### src/rtl/cpu_pipe_pkg.sv
// Shared CPU pipeline types and constants for the fetch/decode/execute registers.
// Latency: none (types and constants only).
// Backpressure: none (types and constants only).
//
// Holds the default instruction/PC widths, the bubble instruction value and
// the payload struct that travels through IF/ID and ID/EX.
package cpu_pipe_pkg;

    localparam int IFID_INST_W = 16;
    localparam int IFID_PC_W   = 16;

    // Instruction value presented to decode whenever the stage holds a bubble.
    localparam logic [IFID_INST_W-1:0] IFID_NOP_INST = '0;

    // Payload carried between pipeline registers at the default widths.
    typedef struct packed {
        logic [IFID_INST_W-1:0] inst;
        logic [IFID_PC_W-1:0]   pc_plus1;
        logic                   exec;
    } ifid_payload_t;

    localparam int IFID_PAYLOAD_W = $bits(ifid_payload_t);

endpackage

### src/rtl/ifid_skid_fifo.sv
// Circular skid buffer catching in-flight fetch beats while decode is stalled.
// Latency: a pushed entry is visible on head_dat the cycle after the push.
// Backpressure: reports full; caller must not push when full nor pop when empty.
//
// Ports: clk/rst (async active-high), push/push_dat, pop, clear (drops all
// entries, wins over push/pop), head_dat (oldest entry), count, full.
module ifid_skid_fifo #(
    parameter int W     = 33,
    parameter int DEPTH = 2
) (
    input  logic                       clk,
    input  logic                       rst,
    input  logic                       push,
    input  logic [W-1:0]               push_dat,
    input  logic                       pop,
    input  logic                       clear,
    output logic [W-1:0]               head_dat,
    output logic [$clog2(DEPTH+1)-1:0] count,
    output logic                       full
);

    localparam int CNT_W = $clog2(DEPTH+1);
    localparam int PTR_W = (DEPTH > 1) ? $clog2(DEPTH) : 1;
    localparam logic [PTR_W-1:0] PTR_LAST = PTR_W'(DEPTH - 1);
    localparam logic [PTR_W-1:0] PTR_ONE  = PTR_W'(1);
    localparam logic [CNT_W-1:0] CNT_ONE  = CNT_W'(1);
    localparam logic [CNT_W-1:0] CNT_FULL = CNT_W'(DEPTH);

    logic [W-1:0]     mem [DEPTH];
    logic [PTR_W-1:0] head;
    logic [PTR_W-1:0] tail;

    // Explicit wrap so non-power-of-two depths never index past the array.
    function automatic logic [PTR_W-1:0] ptr_inc(input logic [PTR_W-1:0] p);
        return (p == PTR_LAST) ? '0 : p + PTR_ONE;
    endfunction

    always_ff @(posedge clk or posedge rst) begin
        if (rst) begin
            head  <= '0;
            tail  <= '0;
            count <= '0;
        end else if (clear) begin
            head  <= '0;
            tail  <= '0;
            count <= '0;
        end else begin
            if (push) tail <= ptr_inc(tail);
            if (pop)  head <= ptr_inc(head);
            case ({push, pop})
                2'b10:   count <= count + CNT_ONE;
                2'b01:   count <= count - CNT_ONE;
                default: count <= count;
            endcase
        end
    end

    // Data storage needs no reset: entries are only read when counted valid.
    always_ff @(posedge clk) begin
        if (push && !clear) mem[tail] <= push_dat;
    end

    assign head_dat = mem[head];
    assign full     = (count == CNT_FULL);

endmodule

### src/rtl/ifid_pipe_reg.sv
// IF/ID pipeline register with skid buffer, valid tracking and flush.
// Latency: 1 cycle fetch-to-decode when the skid is empty; otherwise in order behind skid entries.
// Backpressure: in_ready drops only when the skid is full; stall never blocks acceptance directly.
//
// Ports: clk, rst (async active-high); in_valid/in_inst/in_pc_plus1/in_exec
// from fetch with in_ready back; stall and flush from the hazard unit;
// out_valid/out_inst/out_pc_plus1/out_exec/out_stalled to decode; skid_count
// exposes buffer occupancy.
// Optional macro IFID_PERF_CNT_EN adds saturating stall_cycles and
// flush_drops counters.
module ifid_pipe_reg
    import cpu_pipe_pkg::*;
#(
    parameter int                 INST_W     = IFID_INST_W,
    parameter int                 PC_W       = IFID_PC_W,
    parameter int                 SKID_DEPTH = 2,
    parameter logic [INST_W-1:0]  NOP_INST   = INST_W'(IFID_NOP_INST)
) (
    input  logic                            clk,
    input  logic                            rst,
    input  logic                            in_valid,
    input  logic [INST_W-1:0]               in_inst,
    input  logic [PC_W-1:0]                 in_pc_plus1,
    input  logic                            in_exec,
    output logic                            in_ready,
    input  logic                            stall,
    input  logic                            flush,
    output logic                            out_valid,
    output logic [INST_W-1:0]               out_inst,
    output logic [PC_W-1:0]                 out_pc_plus1,
    output logic                            out_exec,
    output logic                            out_stalled,
    output logic [$clog2(SKID_DEPTH+1)-1:0] skid_count
`ifdef IFID_PERF_CNT_EN
    ,
    output logic [15:0]                     stall_cycles,
    output logic [15:0]                     flush_drops
`endif
);

    localparam int PAY_W = INST_W + PC_W + 1;

    if (SKID_DEPTH < 1 || SKID_DEPTH > 8) begin : g_bad_depth
        $error("ifid_pipe_reg: SKID_DEPTH must be within 1..8");
    end

    logic [PAY_W-1:0] in_pay;
    logic [PAY_W-1:0] head_pay;
    logic             skid_full;
    logic             skid_empty;
    logic             accept;
    logic             skid_push;
    logic             skid_pop;

    assign in_pay     = {in_inst, in_pc_plus1, in_exec};
    assign in_ready   = !skid_full;
    assign skid_empty = (skid_count == '0);
    assign accept     = in_valid && in_ready;

    // A beat goes to the skid whenever it cannot go straight to the output:
    // either decode is stalled or older entries must drain first.
    assign skid_push = !flush && accept && (stall || !skid_empty);
    assign skid_pop  = !flush && !stall && !skid_empty;

    ifid_skid_fifo #(
        .W     (PAY_W),
        .DEPTH (SKID_DEPTH)
    ) u_skid (
        .clk      (clk),
        .rst      (rst),
        .push     (skid_push),
        .push_dat (in_pay),
        .pop      (skid_pop),
        .clear    (flush),
        .head_dat (head_pay),
        .count    (skid_count),
        .full     (skid_full)
    );

    always_ff @(posedge clk or posedge rst) begin
        if (rst) begin
            out_valid    <= 1'b0;
            out_inst     <= NOP_INST;
            out_pc_plus1 <= '0;
            out_exec     <= 1'b0;
            out_stalled  <= 1'b0;
        end else begin
            out_stalled <= stall;
            if (flush) begin
                // Bubble; pc_plus1 is left as-is since decode ignores it.
                out_valid <= 1'b0;
                out_inst  <= NOP_INST;
                out_exec  <= 1'b0;
            end else if (stall) begin
                out_valid <= out_valid;
            end else if (!skid_empty) begin
                out_valid                            <= 1'b1;
                {out_inst, out_pc_plus1, out_exec}   <= head_pay;
            end else if (accept) begin
                out_valid    <= 1'b1;
                out_inst     <= in_inst;
                out_pc_plus1 <= in_pc_plus1;
                out_exec     <= in_exec;
            end else begin
                out_valid <= 1'b0;
                out_inst  <= NOP_INST;
                out_exec  <= 1'b0;
            end
        end
    end

`ifdef IFID_PERF_CNT_EN
    // Instructions lost to a flush: the held output, every skid entry and
    // the beat accepted in the same cycle.
    logic [3:0]  drop_n;
    logic [16:0] drop_sum;

    assign drop_n   = 4'(out_valid) + 4'(skid_count) + 4'(accept);
    assign drop_sum = {1'b0, flush_drops} + 17'(drop_n);

    always_ff @(posedge clk or posedge rst) begin
        if (rst) begin
            stall_cycles <= '0;
            flush_drops  <= '0;
        end else begin
            if (stall && !flush && stall_cycles != 16'hFFFF)
                stall_cycles <= stall_cycles + 16'd1;
            if (flush)
                flush_drops <= drop_sum[16] ? 16'hFFFF : drop_sum[15:0];
        end
    end
`endif

endmodule

### config.mk
export PLATFORM = sky130hd
export DESIGN_NAME = ifid_pipe_reg
export DESIGN_NICKNAME = d
export VERILOG_FILES = /design/src/rtl/cpu_pipe_pkg.sv /design/src/rtl/ifid_skid_fifo.sv /design/src/rtl/ifid_pipe_reg.sv
export SDC_FILE = /design/constraint.sdc
export NUM_CORES = 1
export LEC_CHECK = 0
export CELL_PAD_IN_SITES_DETAIL_PLACEMENT = 1
export CELL_PAD_IN_SITES_GLOBAL_PLACEMENT = 1
export CORE_UTILIZATION = 39
export DETAILED_ROUTE_END_ITERATION = 6
export GPL_TIMING_DRIVEN = 0
export PLACE_DENSITY = 0.81
export SKIP_LAST_GASP = 1
export SYNTH_ARGS = -nofsm -noshare
export SYNTH_HDL_FRONTEND = slang
export SYNTH_SLANG_ARGS = --single-unit
### constraint.sdc
create_clock -name clk -period 3.8 [get_ports clk]
set_clock_uncertainty 0.1 [all_clocks]
set_input_delay 0.76 -clock clk [delete_from_list [all_inputs] [get_ports clk]]
set_output_delay 0.76 -clock clk [all_outputs]
set_load 0.02 [all_outputs]
==> flow_summary.html <==
<table>
<tr><th>Metric</th><th>Value</th></tr>
<tr><th colspan="2">Routing</th></tr>
<tr><td>Average detailed-routed wire length per instance</td><td>19.1 um</td></tr>
<tr><td>Via count</td><td>2,582</td></tr>
<tr><td>Wire length after detailed routing</td><td>9330 um</td></tr>
<tr><td>Number of optimization iterations in the first detailed-route pass</td><td>4</td></tr>
<tr><td>Vias per cell</td><td>5.29</td></tr>
<tr><td>Remaining number of nets flagged by the antenna check after routing</td><td>0</td></tr>
<tr><td>Drt first-iter violations</td><td>87</td></tr>
<tr><td>Post-route DRC</td><td>0</td></tr>
<tr><th colspan="2">Finish</th></tr>
<tr><td>Diodes inserted</td><td>0</td></tr>
<tr><td>Net count, final</td><td>385</td></tr>
<tr><td>FF/Latch Area</td><td>0.00296 sq mm</td></tr>
<tr><td>Fraction of final layout cells sized beyond drive strength 1</td><td>12.2%</td></tr>
<tr><td>Final core area utilization</td><td>51.4%</td></tr>
<tr><td>Relative area change from synthesis to final layout</td><td>27.9%</td></tr>
<tr><td>Multi-input gate area</td><td>0.00106 sq mm</td></tr>
<tr><td>Filler instances</td><td>1,014</td></tr>
<tr><th colspan="2">STA</th></tr>
<tr><td>Maximum clock frequency</td><td>0.301 GHz</td></tr>
<tr><td>Relative slew slack</td><td>33.2%</td></tr>
<tr><td>Actual transition at the worst max-transition pin</td><td>1.00 ns</td></tr>
<tr><td>Final critical-path required period</td><td>3.33 ns</td></tr>
<tr><td>Setup TNS</td><td>0 ns</td></tr>
<tr><td>Total of endpoints with negative setup slack in the final report</td><td>0</td></tr>
<tr><td>Max-slew violation count</td><td>0</td></tr>
<tr><td>Number of endpoints with negative hold slack in the final report</td><td>0</td></tr>
<tr><td>Crit share post-route</td><td>87.5%</td></tr>
<tr><td>Setup repair after global routing missed its margin</td><td>no</td></tr>
<tr><th colspan="2">Place</th></tr>
<tr><td>Routability Congestion</td><td>0.726</td></tr>
<tr><td>Placed wire-length estimate after detailed placement</td><td>6320 um</td></tr>
<tr><td>Number of I/O port buffers</td><td>74</td></tr>
<tr><th colspan="2">Yosys</th></tr>
<tr><td>Cells after Synth</td><td>260</td></tr>
<tr><td>Netlist cell types</td><td>34</td></tr>
<tr><td>Total number of yosys warnings</td><td>0</td></tr>
<tr><td>Post-synthesis sequential area ratio</td><td>71.6%</td></tr>
<tr><td>Fraction of synthesis flops using an asynchronous set or reset pin</td><td>37.1%</td></tr>
<tr><td>Synthesized flop and latch total</td><td>105</td></tr>
<tr><td>Combined area of all synthesized cells</td><td>0.00413 sq mm</td></tr>
<tr><td>Avg Synthesized Cell Area</td><td>15.9 sq um</td></tr>
<tr><td>Dominant synthesized flop cell</td><td>sky130_fd_sc_hd__edfxtp_1</td></tr>
<tr><td>Leading cell types by total area after synthesis</td><td>sky130_fd_sc_hd__edfxtp_1, sky130_fd_sc_hd__dfrtp_1, sky130_fd_sc_hd__mux2i_1</td></tr>
<tr><td>Synth area leader</td><td>sky130_fd_sc_hd__edfxtp_1</td></tr>
<tr><td>Number of flops mapped to enable cells by yosys</td><td>66</td></tr>
<tr><td>Post-synthesis net count</td><td>298</td></tr>
<tr><td>Yosys top cell area share</td><td>48.0%</td></tr>
<tr><th colspan="2">Clock network</th></tr>
<tr><td>Clock tree from TritonCTS</td><td>yes</td></tr>
<tr><td>H-Tree Depth</td><td>3</td></tr>
<tr><td>Setup Fix Bufs, Post-CTS</td><td>0</td></tr>
<tr><td>Worst-path clk slew</td><td>0.10 ns</td></tr>
<tr><td>Hold bufs inserted after CTS</td><td>0</td></tr>
<tr><td>Number of clock sinks</td><td>105</td></tr>
<tr><td>Number of buffers on the longest clock path</td><td>2</td></tr>
<tr><td># resized after CTS</td><td>0</td></tr>
<tr><td>Number of buffers created by CTS</td><td>9</td></tr>
<tr><td>Buffer type at the clock tree root</td><td>sky130_fd_sc_hd__clkbuf_8</td></tr>
<tr><td>Latest clock arrival within the worst-skew pair</td><td>0.36 ns</td></tr>
<tr><th colspan="2">Floorplan</th></tr>
<tr><td>Die Outline Area</td><td>0.0110 sq mm</td></tr>
<tr><td>Starting density of the core</td><td>40.2%</td></tr>
<tr><td>Placement row count</td><td>37</td></tr>
<tr><td>Core Area</td><td>0.0103 sq mm</td></tr>
<tr><td>Chip Width</td><td>105 um</td></tr>
<tr><td>Die extent in y</td><td>105 um</td></tr>
<tr><td>Total I/O pin count</td><td>76</td></tr>
<tr><th colspan="2">Worst setup path</th></tr>
<tr><td>Crit path max fanout</td><td>18</td></tr>
<tr><td>Required time at the endpoint of the critical path</td><td>3.76 ns</td></tr>
<tr><td>Critical Path Start Type</td><td>primary input</td></tr>
<tr><td>R2r setup slk</td><td>1.30 ns</td></tr>
<tr><td>R2r worst-path depth</td><td>5</td></tr>
<tr><td>CP arrival</td><td>3.29 ns</td></tr>
<tr><td>Critical setup path kind</td><td>primary input to flip-flop</td></tr>
<tr><td>Worst Setup End Kind</td><td>flip-flop</td></tr>
<tr><td>Critical R2R Launch</td><td>u_skid.count[1]</td></tr>
<tr><td>FF-to-FF End</td><td>u_skid.mem[1][20]</td></tr>
<tr><th colspan="2">Global routing</th></tr>
<tr><td>Total congestion overflow after global routing</td><td>0</td></tr>
<tr><td>Pin count of the biggest net entering global routing</td><td>40</td></tr>
<tr><td>Overall track demand over capacity in global routing</td><td>18.0%</td></tr>
<tr><td>First-pass GRT wire length</td><td>15,100 um</td></tr>
<tr><td>Antenna violations before repair</td><td>0</td></tr>
<tr><td>Number of global-route vias before repair</td><td>2,870</td></tr>
<tr><th colspan="2">Run status</th></tr>
<tr><td>Result of the run</td><td>finished, final reports clean</td></tr>
<tr><th colspan="2">Hold path</th></tr>
<tr><td>HP Start</td><td>out_valid</td></tr>
<tr><td>Worst Hold Path EP</td><td>out_valid</td></tr>
<tr><td>Hold Path Class</td><td>flip-flop to flip-flop</td></tr>
<tr><td>Number of stages on the worst hold path</td><td>1</td></tr>
<tr><th colspan="2">Pwr</th></tr>
<tr><td>PwrDens</td><td>448 mW/mm^2</td></tr>
<tr><td>Maximum ir drop on the vdd rail</td><td>0.000197 V</td></tr>
<tr><td>P_leak</td><td>1.83 nW</td></tr>
<tr><th colspan="2">Job</th></tr>
<tr><td>Count of maximum capacitance violations</td><td>0</td></tr>
</table>
==> worst max-delay path by stage <==
stage / start / endpoint / slack, ns
2_1_floorplan: stall / u_skid.mem[1][0] / 0.58
3_3_place_gp: stall / u_skid.mem[1][2] / -0.88
3_5_place_dp: stall / u_skid.mem[1][23] / 0.006
4_1_cts: stall / u_skid.mem[1][19] / 0.39
5_1_grt: stall / u_skid.mem[1][24] / 0.28
6_report: stall / u_skid.mem[1][20] / 0.47
==> critical path, stage by stage <==
cell                              delay [ns]
sky130_fd_sc_hd__clkdlybuf4s50_1        0.55
sky130_fd_sc_hd__clkbuf_1               0.35
sky130_fd_sc_hd__nor2b_1                0.19
sky130_fd_sc_hd__o21ai_0                0.26
sky130_fd_sc_hd__nor3b_4                0.91
sky130_fd_sc_hd__buf_16                 0.25
==> cells in the mapped netlist (2+ instances only) <==
master / n
sky130_fd_sc_hd__o21a_1: 2
sky130_fd_sc_hd__a21oi_1: 5
sky130_fd_sc_hd__o221a_2: 7
sky130_fd_sc_hd__nor2b_1: 3
sky130_fd_sc_hd__o21ai_0: 2
sky130_fd_sc_hd__mux2i_1: 32
sky130_fd_sc_hd__buf_6: 4
sky130_fd_sc_hd__edfxtp_1: 66
sky130_fd_sc_hd__dfrtp_1: 39
sky130_fd_sc_hd__nor2_1: 2
sky130_fd_sc_hd__o221a_1: 9
sky130_fd_sc_hd__buf_2: 9
sky130_fd_sc_hd__mux2_2: 2
sky130_fd_sc_hd__a221o_1: 16
sky130_fd_sc_hd__nor3_1: 17
sky130_fd_sc_hd__nand3_1: 18
sky130_fd_sc_hd__clkbuf_1: 8
sky130_fd_sc_hd__inv_1: 2
sky130_fd_sc_hd__nand2_1: 2
==> kinds of logic (layout without fill, tap and decap cells) <==
logic type | after synthesis | after routing | synth area share (%)
muxes | 34 | 34 | 8.30
buffers and inverters | 25 | 117 | 3.36
and+or+nand+nor | 50 | 50 | 6.33
xor gates and xnor gates | 1 | 1 | 0.212
DFF | 105 | 105 | 71.6
AOI/OAI and AO/OA | 45 | 45 | 10.2
==> metrics by stage <==
stage          instance area (sq um)  instances  setup WS, ns  power (mW)  hold WS (ns)
3_3_place_gp                    5050        470        -0.882        1.77         0.368
3_5_place_dp                    5120        472       0.00617        1.79         0.369
6_report                        5290        488         0.475        2.37         0.389
4_1_cts                         5290        488         0.389        2.39         0.392
2_1_floorplan                   4140        260         0.578        1.57         0.494
5_1_grt                         5290        488         0.281        2.46         0.411
==> placed cells by master, fill, tap and decap left out, types with 2 or more instances in the layout <==
master and count:
sky130_fd_sc_hd__clkbuf_8 9, sky130_fd_sc_hd__o221a_2 7, sky130_fd_sc_hd__nand3_1 18, sky130_fd_sc_hd__nand2_1 2, sky130_fd_sc_hd__o21ai_0 2, sky130_fd_sc_hd__nor2_1 2, sky130_fd_sc_hd__a21oi_1 5, sky130_fd_sc_hd__clkdlybuf4s50_1 74
sky130_fd_sc_hd__buf_2 9, sky130_fd_sc_hd__buf_16 2, sky130_fd_sc_hd__clkinv_4 2, sky130_fd_sc_hd__mux2_2 2, sky130_fd_sc_hd__a221o_1 16, sky130_fd_sc_hd__edfxtp_1 66, sky130_fd_sc_hd__clkbuf_1 11, sky130_fd_sc_hd__mux2i_1 32
sky130_fd_sc_hd__buf_6 4, sky130_fd_sc_hd__o21a_1 2, sky130_fd_sc_hd__nor2b_1 3, sky130_fd_sc_hd__o221a_1 9, sky130_fd_sc_hd__dfrtp_1 39, sky130_fd_sc_hd__nor3_1 16
==> state kept, by name (all words and copies together) (netlist names) <==
| name | flops |
|---|---|
| out_stalled | 1 |
| u_skid.tail | 1 |
| u_skid.count | 2 |
| out_pc_plus1 | 16 |
| u_skid.head | 1 |
| u_skid.mem | 66 |
| out_exec | 1 |
| out_inst | 16 |
| out_valid | 1 |
==> metal layers <==
layer | global-route usage (%) | wire [um] | up-vias
met1 | 22.9 | 4180 | 1320
met2 | 31.4 | 4730 | 63
li1 | - | - | 1190
met5 | 0 | 0 | -
met3 | 2.87 | 321 | 9
met4 | 5.53 | 99 | 0
==> cell type report <==
class	instances	share of cell area, %
Sequential cell	105	56.0
Multi-Input combinational cell	130	20.0
Timing Repair Buffer	76	15.1
Tap cell	136	3.22
Clock buffer	12	2.56
Buffer	23	2.49
Clock inverter	4	0.568
Inverter	2	0.142
==> where the power goes <==
part / switching [mW] / internal [mW]
logic: 0.216 / 0.212
registers: 0.0391 / 1.29
clock network: 0.365 / 0.241
total: 0.620 / 1.75
Power figures use the tool's default switching activity.
